### src/rtl/lfsr_rng_stream_if.sv
// Random-word stream: producer drives out_data/out_valid; consumer drives out_ready.
interface lfsr_rng_stream_if #(
  parameter int OUT_W = 12
);
  logic [OUT_W-1:0] out_data;
  logic             out_valid;
  logic             out_ready;

  modport master (
    output out_data,
    output out_valid,
    input  out_ready
  );

  modport slave (
    input  out_data,
    input  out_valid,
    output out_ready
  );
endinterface

### src/rtl/lfsr_rng_stream.sv
// Fibonacci-LFSR word generator: OUT_W bits per word, LSB first, one step per clock; word valid OUT_W+1 cycles after en.
// out_ready low holds the word and freezes the LFSR; seed_load aborts any word in flight and drops a pending one.
module lfsr_rng_stream #(
  parameter int                LFSR_W     = 32,
  parameter int                OUT_W      = 12,
  parameter logic [LFSR_W-1:0] TAPS       = 32'h80200003,
  parameter logic [LFSR_W-1:0] RESET_SEED = 32'h00000001
) (
  input  logic              clk,
  input  logic              rst,
  input  logic              en,
  input  logic              seed_load,
  input  logic [LFSR_W-1:0] seed_val,
  lfsr_rng_stream_if.master strm,
  output logic              busy,
  output logic [LFSR_W-1:0] lfsr_state
);

  localparam int              CNT_W = (OUT_W > 1) ? $clog2(OUT_W) : 1;
  localparam logic [CNT_W-1:0] LAST = CNT_W'(OUT_W - 1);

  typedef enum logic [1:0] {
    IDLE,
    GEN,
    VALID
  } state_t;

  state_t            state, state_nxt;
  logic [LFSR_W-1:0] lfsr, lfsr_nxt, lfsr_step;
  logic [CNT_W-1:0]  cnt, cnt_nxt;
  logic [OUT_W-1:0]  acc, acc_nxt;
  logic [OUT_W-1:0]  data, data_nxt;
  logic [OUT_W-1:0]  word;
  logic              fb;

  assign fb        = ^(lfsr & TAPS);
  assign lfsr_step = {fb, lfsr[LFSR_W-1:1]};

  // Bits collect in acc so out_data keeps the previous word until the new one is complete.
  always_comb begin
    word      = acc;
    word[cnt] = lfsr[0];
  end

  always_ff @(posedge clk) begin
    if (rst) begin
      state <= IDLE;
      lfsr  <= RESET_SEED;
      cnt   <= '0;
      acc   <= '0;
      data  <= '0;
    end else begin
      state <= state_nxt;
      lfsr  <= lfsr_nxt;
      cnt   <= cnt_nxt;
      acc   <= acc_nxt;
      data  <= data_nxt;
    end
  end

  always_comb begin
    state_nxt = state;
    lfsr_nxt  = lfsr;
    cnt_nxt   = cnt;
    acc_nxt   = acc;
    data_nxt  = data;
    if (seed_load) begin
      // A zero seed would lock the LFSR at zero forever.
      lfsr_nxt  = (seed_val == '0) ? LFSR_W'(1) : seed_val;
      state_nxt = IDLE;
      cnt_nxt   = '0;
    end else begin
      case (state)
        IDLE: begin
          if (en) begin
            state_nxt = GEN;
            cnt_nxt   = '0;
          end
        end
        GEN: begin
          lfsr_nxt = lfsr_step;
          acc_nxt  = word;
          if (cnt == LAST) begin
            data_nxt  = word;
            cnt_nxt   = '0;
            state_nxt = VALID;
          end else begin
            cnt_nxt = cnt + 1'b1;
          end
        end
        VALID: begin
          if (strm.out_ready) begin
            state_nxt = en ? GEN : IDLE;
          end
        end
        default: state_nxt = IDLE;
      endcase
    end
  end

  assign strm.out_valid = (state == VALID);
  assign strm.out_data  = data;
  assign busy           = (state == GEN);
  assign lfsr_state     = lfsr;

endmodule

### src/flat_wrapper.sv
// flat-port wrapper written by rule: the top's interface ports become plain ports
module lfsr_rng_stream_flat 
#(
  parameter int                LFSR_W     = 32,
  parameter int                OUT_W      = 12,
  parameter logic [LFSR_W-1:0] TAPS       = 32'h80200003,
  parameter logic [LFSR_W-1:0] RESET_SEED = 32'h00000001
)
  (clk, rst, en, seed_load, seed_val, busy, lfsr_state, strm_out_data, strm_out_valid, strm_out_ready);
  lfsr_rng_stream_if #(.OUT_W(OUT_W)) strm_i ();
  input  logic clk;
  input  logic rst;
  input  logic en;
  input  logic seed_load;
  input  logic [LFSR_W-1:0] seed_val;
  output logic busy;
  output logic [LFSR_W-1:0] lfsr_state;
  output wire logic [$bits(strm_i.out_data)-1:0] strm_out_data;
  output wire logic [$bits(strm_i.out_valid)-1:0] strm_out_valid;
  input wire logic [$bits(strm_i.out_ready)-1:0] strm_out_ready;
  assign strm_out_data = strm_i.out_data;
  assign strm_out_valid = strm_i.out_valid;
  assign strm_i.out_ready = strm_out_ready;
  lfsr_rng_stream #(.LFSR_W(LFSR_W), .OUT_W(OUT_W), .TAPS(TAPS), .RESET_SEED(RESET_SEED)) u_core (.clk(clk), .rst(rst), .en(en), .seed_load(seed_load), .seed_val(seed_val), .strm(strm_i), .busy(busy), .lfsr_state(lfsr_state));
endmodule
### config.mk
export PLATFORM = sky130hd
export DESIGN_NAME = lfsr_rng_stream_flat
export DESIGN_NICKNAME = d
export VERILOG_FILES = /design/src/rtl/lfsr_rng_stream_if.sv /design/src/rtl/lfsr_rng_stream.sv /design/src/flat_wrapper.sv
export SDC_FILE = /design/constraint.sdc
export NUM_CORES = 1
export LEC_CHECK = 0
export BUFFER_PORTS_ARGS = -buffer_cell sky130_fd_sc_hd__clkbuf_2
export CAP_MARGIN = 25
export CORE_ASPECT_RATIO = 0.9
export CORE_UTILIZATION = 40
export DETAILED_ROUTE_END_ITERATION = 8
export PLACE_DENSITY = 0.66
export SLEW_MARGIN = 20
export SYNTH_ARGS = -nofsm -noshare
export SYNTH_HDL_FRONTEND = slang
export SYNTH_SLANG_ARGS = --single-unit
export TNS_END_PERCENT = 50
### constraint.sdc
create_clock -name clk -period 1.4 [get_ports clk]
set_input_delay 0.28 -clock clk [delete_from_list [all_inputs] [get_ports clk]]
set_output_delay 0.28 -clock clk [all_outputs]
set_load 0.02 [all_outputs]
==> impl_metrics.json, run 1 <==
{
  "critPathSlowestCell": "dfxtp_4",
  "p_leak_nw": 1.79,
  "detail-route-antenna-nets": 0,
  "grt_max_degree": 43,
  "yosysSeqAreaShare": 0.411,
  "vias": 2588,
  "drtIter0Drc": 81,
  "synthTopCellsByArea": "dfxtp_1 (41%), mux2i_1 (14%), mux2_1 (8.3%), nor2_1 (8.0%), a211oi_2 (3.4%)",
  "totalWireLength_mm": 7.20,
  "port_buffers": 82,
  "die_h_um": 83.8,
  "synthFlopType": "dfxtp_1",
  "rr_endpoint": "u_core.lfsr_state[10]$_SDFFE_PP0P_",
  "power.total_w": 0.00403,
  "yosysMostFrequentCell": "nor2_1",
  "syn_area_um2": 2970,
  "antenna_found_initial": 0,
  "critPathLaunchType": "flip-flop",
  "synthDistinctLibCells": 36,
  "initial_core_util": 0.418,
  "dpl.hpwl_mm": 4.82,
  "clock_path_buffers": 2,
  "coreArea_um2": 7110,
  "endpoint": "busy",
  "cap_violations": 0,
  "dp_slack_ps": -26.5,
  "cts-hold-fix-buffers": 0,
  "cp-end-kind": "output port",
  "cts_tree": "yes",
  "cts-root-buf": "clkbuf_8",
  "diodes": 0,
  "place_congestion": 0.766,
  "tightest_slew_ps": 472,
  "viasPerCell": 5.17,
  "violations": "setup timing",
  "wl_per_cell_um": 14.4,
  "syn2layout_area_growth_pct": 32.3,
  "max_clock_freq_mhz": 682,
  "utilization": 0.553,
  "reg2reg_depth": 6,
  "final.setup.worst_slack_ps": -66.9,
  "drv_slew": 0,
  "pin_count": 83,
  "finalNetCount": 445,
  "yosys_warnings": 0,
  "crit_buf_inv": 2,
  "rows": 29,
  "ys_seq_elements": 61,
  "drtPass1Iterations": 4,
  "powerDensity_nw_per_um2": 1030,
  "worstPathArrival_ps": 1190,
  "cp.depth": 3,
  "rsz0062_at_grt": "yes",
  "grt_overflow": 0,
  "clock-sinks": 61,
  "die_width_um": 92.9,
  "route.detailed.drc": 0,
  "synthArstFlopShare": 0,
  "clk-insertion-delay-late_ps": 330,
  "cp_slowest_stage_delay_ps": 360,
  "avgSynthCellArea_um2": 9.53,
  "grt_pass1_wl_mm": 12.0,
  "syn_inst": 312,
  "critical_path_peak_fanout": 7,
  "synth_top_cell_by_area": "dfxtp_1",
  "synthTopCellsByCount": "nor2_1 (63), dfxtp_1 (61), mux2i_1 (41)",
  "layout-drive-gt1-share": 0.397,
  "grt_usage": 0.195,
  "synth_edf_count": 0,
  "fin_crit_ps": 1470,
  "startpoint": "u_core.state[1]$_SDFFE_PP0P_",
  "skew_ps": 6.72,
  "cts_buffers": 9,
  "cp.required_ps": 1120,
  "clk_pin_slew_ps": 70,
  "grt_pass1_vias": 2482,
  "finalHoldViolCount": 0,
  "setup_viol": 18,
  "finalCritPeriodShare": 1.05,
  "worstHoldPathType": "input pin to flip-flop",
  "max-slew-margin-rel": 0.686,
  "vdd_drop_max_uv": 584,
  "tns_ps": -727,
  "fillers": 690,
  "crit_type": "flip-flop to output port",
  "synth_top_area_frac": 0.411,
  "die_area_um2": 7780,
  "cts_max_level": 3,
  "path_cells": "nand2b_4, inv_16, clkbuf_8",
  "outcome": "complete, but fails checks",
  "synth.net_count": 353,
  "critPathTopFamily": "flip-flops",
  "r2r-start": "u_core.state[1]$_SDFFE_PP0P_",
  "reg2reg_slack_ps": -50
}
metrics by stage:
| stage | hold slack [ps] | cells | cell area [µm²] |
|---|---|---|---|
| after floorplan | 427 | 312 | 3000 |
| after global placement | 446 | 480 | 3520 |
| after detailed placement | 456 | 480 | 3520 |
| after CTS | 187 | 499 | 3830 |
| after global routing | 211 | 501 | 3930 |
| final | 201 | 501 | 3930 |
layer usage:
metal  track usage  up-vias  part of all wire
li1              -     1273                 -
met1         0.256     1245              0.48
met2         0.304       62              0.46
met3        0.0455        8             0.045
met4        0.0811        0             0.014
met5             0        -                 0
registers in the layout, indices dropped and copies added (netlist names):
register and cells:
u_core.state 2, u_core.acc 11, u_core.lfsr_state 32, u_core.cnt 4
u_core.strm.out_data 12
area by class of cell:
class / instances / area [µm²] / share of cell area
Timing Repair Buffer: 104 / 651 / 0.165
Multi-Input combinational cell: 220 / 1690 / 0.429
Tap cell: 93 / 116 / 0.0296
Inverter: 7 / 42.5 / 0.0108
Timing Repair inverter: 1 / 11.3 / 0.00286
Clock buffer: 15 / 196 / 0.0500
Sequential cell: 61 / 1230 / 0.313
kinds of logic (layout without fill, tap and decap cells):
group	after synthesis	count (layout)	share of synthesized area
adders and majority gates	4	4	0.0168
AOI/OAI and AO/OA	34	34	0.0989
xor gates and xnor gates	2	2	0.00589
buffers and inverters	31	127	0.0539
DFF	61	61	0.411
muxes	71	71	0.252
and+or+nand+nor	109	109	0.162
how the worst min path moves through the flow:
stage	start	to	slack, ps	cells past startpoint
2_1_floorplan	seed_val[11]	u_core.lfsr_state[11]$_SDFFE_PP0P_	430	2
3_3_place_gp	u_core.strm.out_data[11]$_SDFFE_PP0P_	u_core.strm.out_data[11]$_SDFFE_PP0P_	450	2
3_5_place_dp	u_core.strm.out_data[11]$_SDFFE_PP0P_	u_core.strm.out_data[11]$_SDFFE_PP0P_	460	2
4_1_cts	seed_val[27]	u_core.lfsr_state[27]$_SDFFE_PP0P_	190	3
5_1_grt	seed_val[2]	u_core.lfsr_state[2]$_SDFFE_PP0P_	210	3
6_report	seed_val[27]	u_core.lfsr_state[27]$_SDFFE_PP0P_	200	3
worst reg2reg max path: cells and delay by family, from the launching register on:
kind | cells | cell delay [ps]
flip-flops | 1 | 360
buffers and inverters | 2 | 270
AND/OR/NAND/NOR | 2 | 280
multiplexers | 2 | 410
cell usage in the layout (no fill, tap or decap), types with 2 or more instances in the layout:
cell type	netlist	routed
mux2_1	22	13
mux2_2	8	3
dfxtp_1	61	56
a311oi_1	4	4
nor4_1	8	8
a211oi_1	11	11
clkbuf_2	0	79
ha_1	4	3
clkbuf_8	0	16
mux2i_2	0	4
a21oi_1	4	4
nand2_1	17	17
nor2b_2	0	2
o21ai_0	2	2
inv_1	6	6
buf_6	3	2
a211oi_2	8	8
nor2_1	63	63
mux2_4	0	14
buf_4	3	16
mux2i_1	41	37
nand4_1	2	2
xnor2_1	2	2
dfxtp_2	0	4
buf_12	0	2
nand3_1	10	10
timing repair:
item / 4_1_cts / 5_1_grt
gates resized for setup: 17 / 23
pin swaps: 0 / 2
endpoints found under the setup margin: 16 / 53
gates cloned: 1 / 1
setup buffers: 3 / 1
power by group:
group | internal [W] | leakage, nW | switching, W
clock network | 0.000877 | 0.102 | 0.000651
registers | 0.00181 | 0.501 | 0.0000581
logic | 0.000296 | 1.19 | 0.000341
No activity file was read; power rests on OpenSTA's default activity.
==> run 2, diff against run 1 <==
--- a/config.mk
+++ b/config.mk
@@ -12,3 +12,3 @@
 export DETAILED_ROUTE_END_ITERATION = 8
-export PLACE_DENSITY = 0.66
+export PLACE_DENSITY_LB_ADDON = 0.1
 export SLEW_MARGIN = 20
==> constraint.sdc (replaced) <==
create_clock -name clk -period 1.4 [get_ports clk]
set_input_delay 0.07 -clock clk [delete_from_list [all_inputs] [get_ports clk]]
set_output_delay 0.07 -clock clk [all_outputs]
set_load 0.02 [all_outputs]
==> impl_metrics.json, run 2 (synthesis results as in run 1) <==
{
  "grt_usage": 0.189,
  "cp-end-kind": "flip-flop",
  "route.detailed.drc": 0,
  "sw_frac_of_total": 0.280,
  "placed_area_um2": 3530,
  "drv_slew": 0,
  "die_width_um": 92.9,
  "stdcell_area_um2": 4010,
  "die_area_um2": 7780,
  "rsz0062_at_grt": "yes",
  "cts_tree": "yes",
  "place_congestion": 0.707,
  "fillers": 695,
  "clk_pin_slew_ps": 70,
  "wl_per_cell_um": 14.0,
  "crit_type": "flip-flop to flip-flop",
  "viasPerCell": 5.04,
  "tightest_slew_ps": 393,
  "cts_buffers": 9,
  "rows": 29,
  "antenna_found_initial": 0,
  "power.total_w": 0.00380,
  "vdd_drop_max_uv": 485,
  "switchingPower_w": 0.00106,
  "dpl.hpwl_mm": 4.79,
  "port_buffers": 82,
  "grt_pass1_vias": 2408,
  "drtPass1Iterations": 4,
  "layout-drive-gt1-share": 0.360,
  "cp.required_ps": 1620,
  "pwr-share-clk": 0.341,
  "max_clock_freq_mhz": 729,
  "fin_crit_ps": 1370,
  "finalNetCount": 461,
  "setup_viol": 0,
  "die_h_um": 83.8,
  "cap_violations": 0,
  "clock_path_buffers": 2,
  "cts-root-buf": "clkbuf_8",
  "skew_ps": 6.38,
  "grt_overflow": 0,
  "largest_register_ffs": 32,
  "layout_commonest_cell": "clkbuf_2",
  "power_frac_seq": 0.491,
  "p_leak_nw": 1.80,
  "syn2layout_area_growth_pct": 35.0,
  "p_int_w": 0.00274,
  "clk-insertion-delay-late_ps": 330,
  "utilization": 0.564,
  "post_cts_buffers": 0,
  "layout_common_cells": "clkbuf_2 (82), nor2_1 (63), dfxtp_1 (56)",
  "critPathLaunchType": "flip-flop",
  "clock-sinks": 61,
  "grt_pass1_wl_mm": 11.6,
  "finalCritPeriodShare": 0.979,
  "vias": 2609,
  "finalHoldViolCount": 0,
  "drtIter0Drc": 80,
  "worstHoldPathType": "input pin to flip-flop",
  "outcome": "finished, final reports clean",
  "coreArea_um2": 7110,
  "cts_max_level": 3,
  "max-slew-margin-rel": 0.735,
  "dp.cells": 478,
  "worstPathArrival_ps": 1590,
  "critical_path_peak_fanout": 6,
  "totalWireLength_mm": 7.28,
  "power_frac_comb": 0.167,
  "detail-route-antenna-nets": 0,
  "grt_max_degree": 37,
  "stdcell_count": 518,
  "initial_core_util": 0.418,
  "pin_count": 83,
  "diodes": 0,
  "powerDensity_nw_per_um2": 947
}
-- run 2: cell types whose count changed in the layout (fill, tap and decap cells not counted), moves of 2 or more --
cell / previous run / this run
clkbuf_8: 16 / 9
mux2_2: 3 / 8
buf_6: 2 / 0
dlygate4sd3_1: 0 / 22
mux2_4: 14 / 3
mux2_1: 13 / 19
buf_4: 16 / 12
a211oi_2: 8 / 10
clkbuf_2: 79 / 82
a211oi_1: 11 / 9
clkinv_2: 0 / 4
-- run 2: timing repair --
| action | in CTS | in global routing |
|---|---|---|
| hold buffers | 22 | 0 |
| setup endpoints to repair | 0 | 47 |
| hold endpoints to repair | 22 | 0 |
| gates resized for setup | 0 | 21 |
-- run 2: power by group through the flow --
stage	combinational [W]	clock (W)	sequential, W
after global placement	0.000565	0	0.00190
after global routing	0.000694	0.00143	0.00188
after CTS	0.000621	0.00133	0.00187
after detailed placement	0.000570	0	0.00190
after floorplan	0.000310	0	0.00197
final	0.000635	0.00130	0.00187
-- run 2: cell type report --
type                    count  area (µm²)  area share
repair buffers            120         806       0.201
inverters                   7        38.8     0.00967
multi-input cells         220        1650       0.412
repair inverters            1        8.76     0.00218
flip-flops and latches     61        1230       0.307
well taps                  93         116      0.0290
clock buffers              11         131      0.0327
clock inverters             5        27.5     0.00686
-- run 2: path summary, 6_finish.rpt --
path	startpoint	to	cells after the start	slack [ps]
setup / recovery	u_core.state[1]$_SDFFE_PP0P_	u_core.lfsr_state[30]$_SDFFE_PP0P_	5	30
hold / removal	seed_val[10]	u_core.lfsr_state[10]$_SDFFE_PP0P_	3	2
setup reg to reg	u_core.state[1]$_SDFFE_PP0P_	u_core.lfsr_state[30]$_SDFFE_PP0P_	5	30
hold reg to reg	u_core.strm.out_data[11]$_SDFFE_PP0P_	u_core.strm.out_data[11]$_SDFFE_PP0P_	2	460
-- run 2: metal layers --
layer | vias up | track usage | share of wire
met5 | - | 0 | 0
met2 | 67 | 0.279 | 0.43
met1 | 1222 | 0.268 | 0.51
met4 | 0 | 0.0727 | 0.015
met3 | 11 | 0.0373 | 0.046
li1 | 1309 | - | -
-- run 2: stage by stage --
stage	setup WS [ps]	hold slack (ps)	setup TNS [ps]
final	28.9	2.05	0
after global routing	-31.0	23.4	-251
after CTS	4.84	0.485	0
after detailed placement	11.8	332	0
after global placement	32.7	327	0
after floorplan	5.64	217	0
-- run 2: worst max-delay path, stage by stage (launching register included) --
cell      delay [ps]
dfxtp_2          360
nand2b_4         210
buf_4            180
mux2_2           340
mux2i_1          130
nor2_1            50
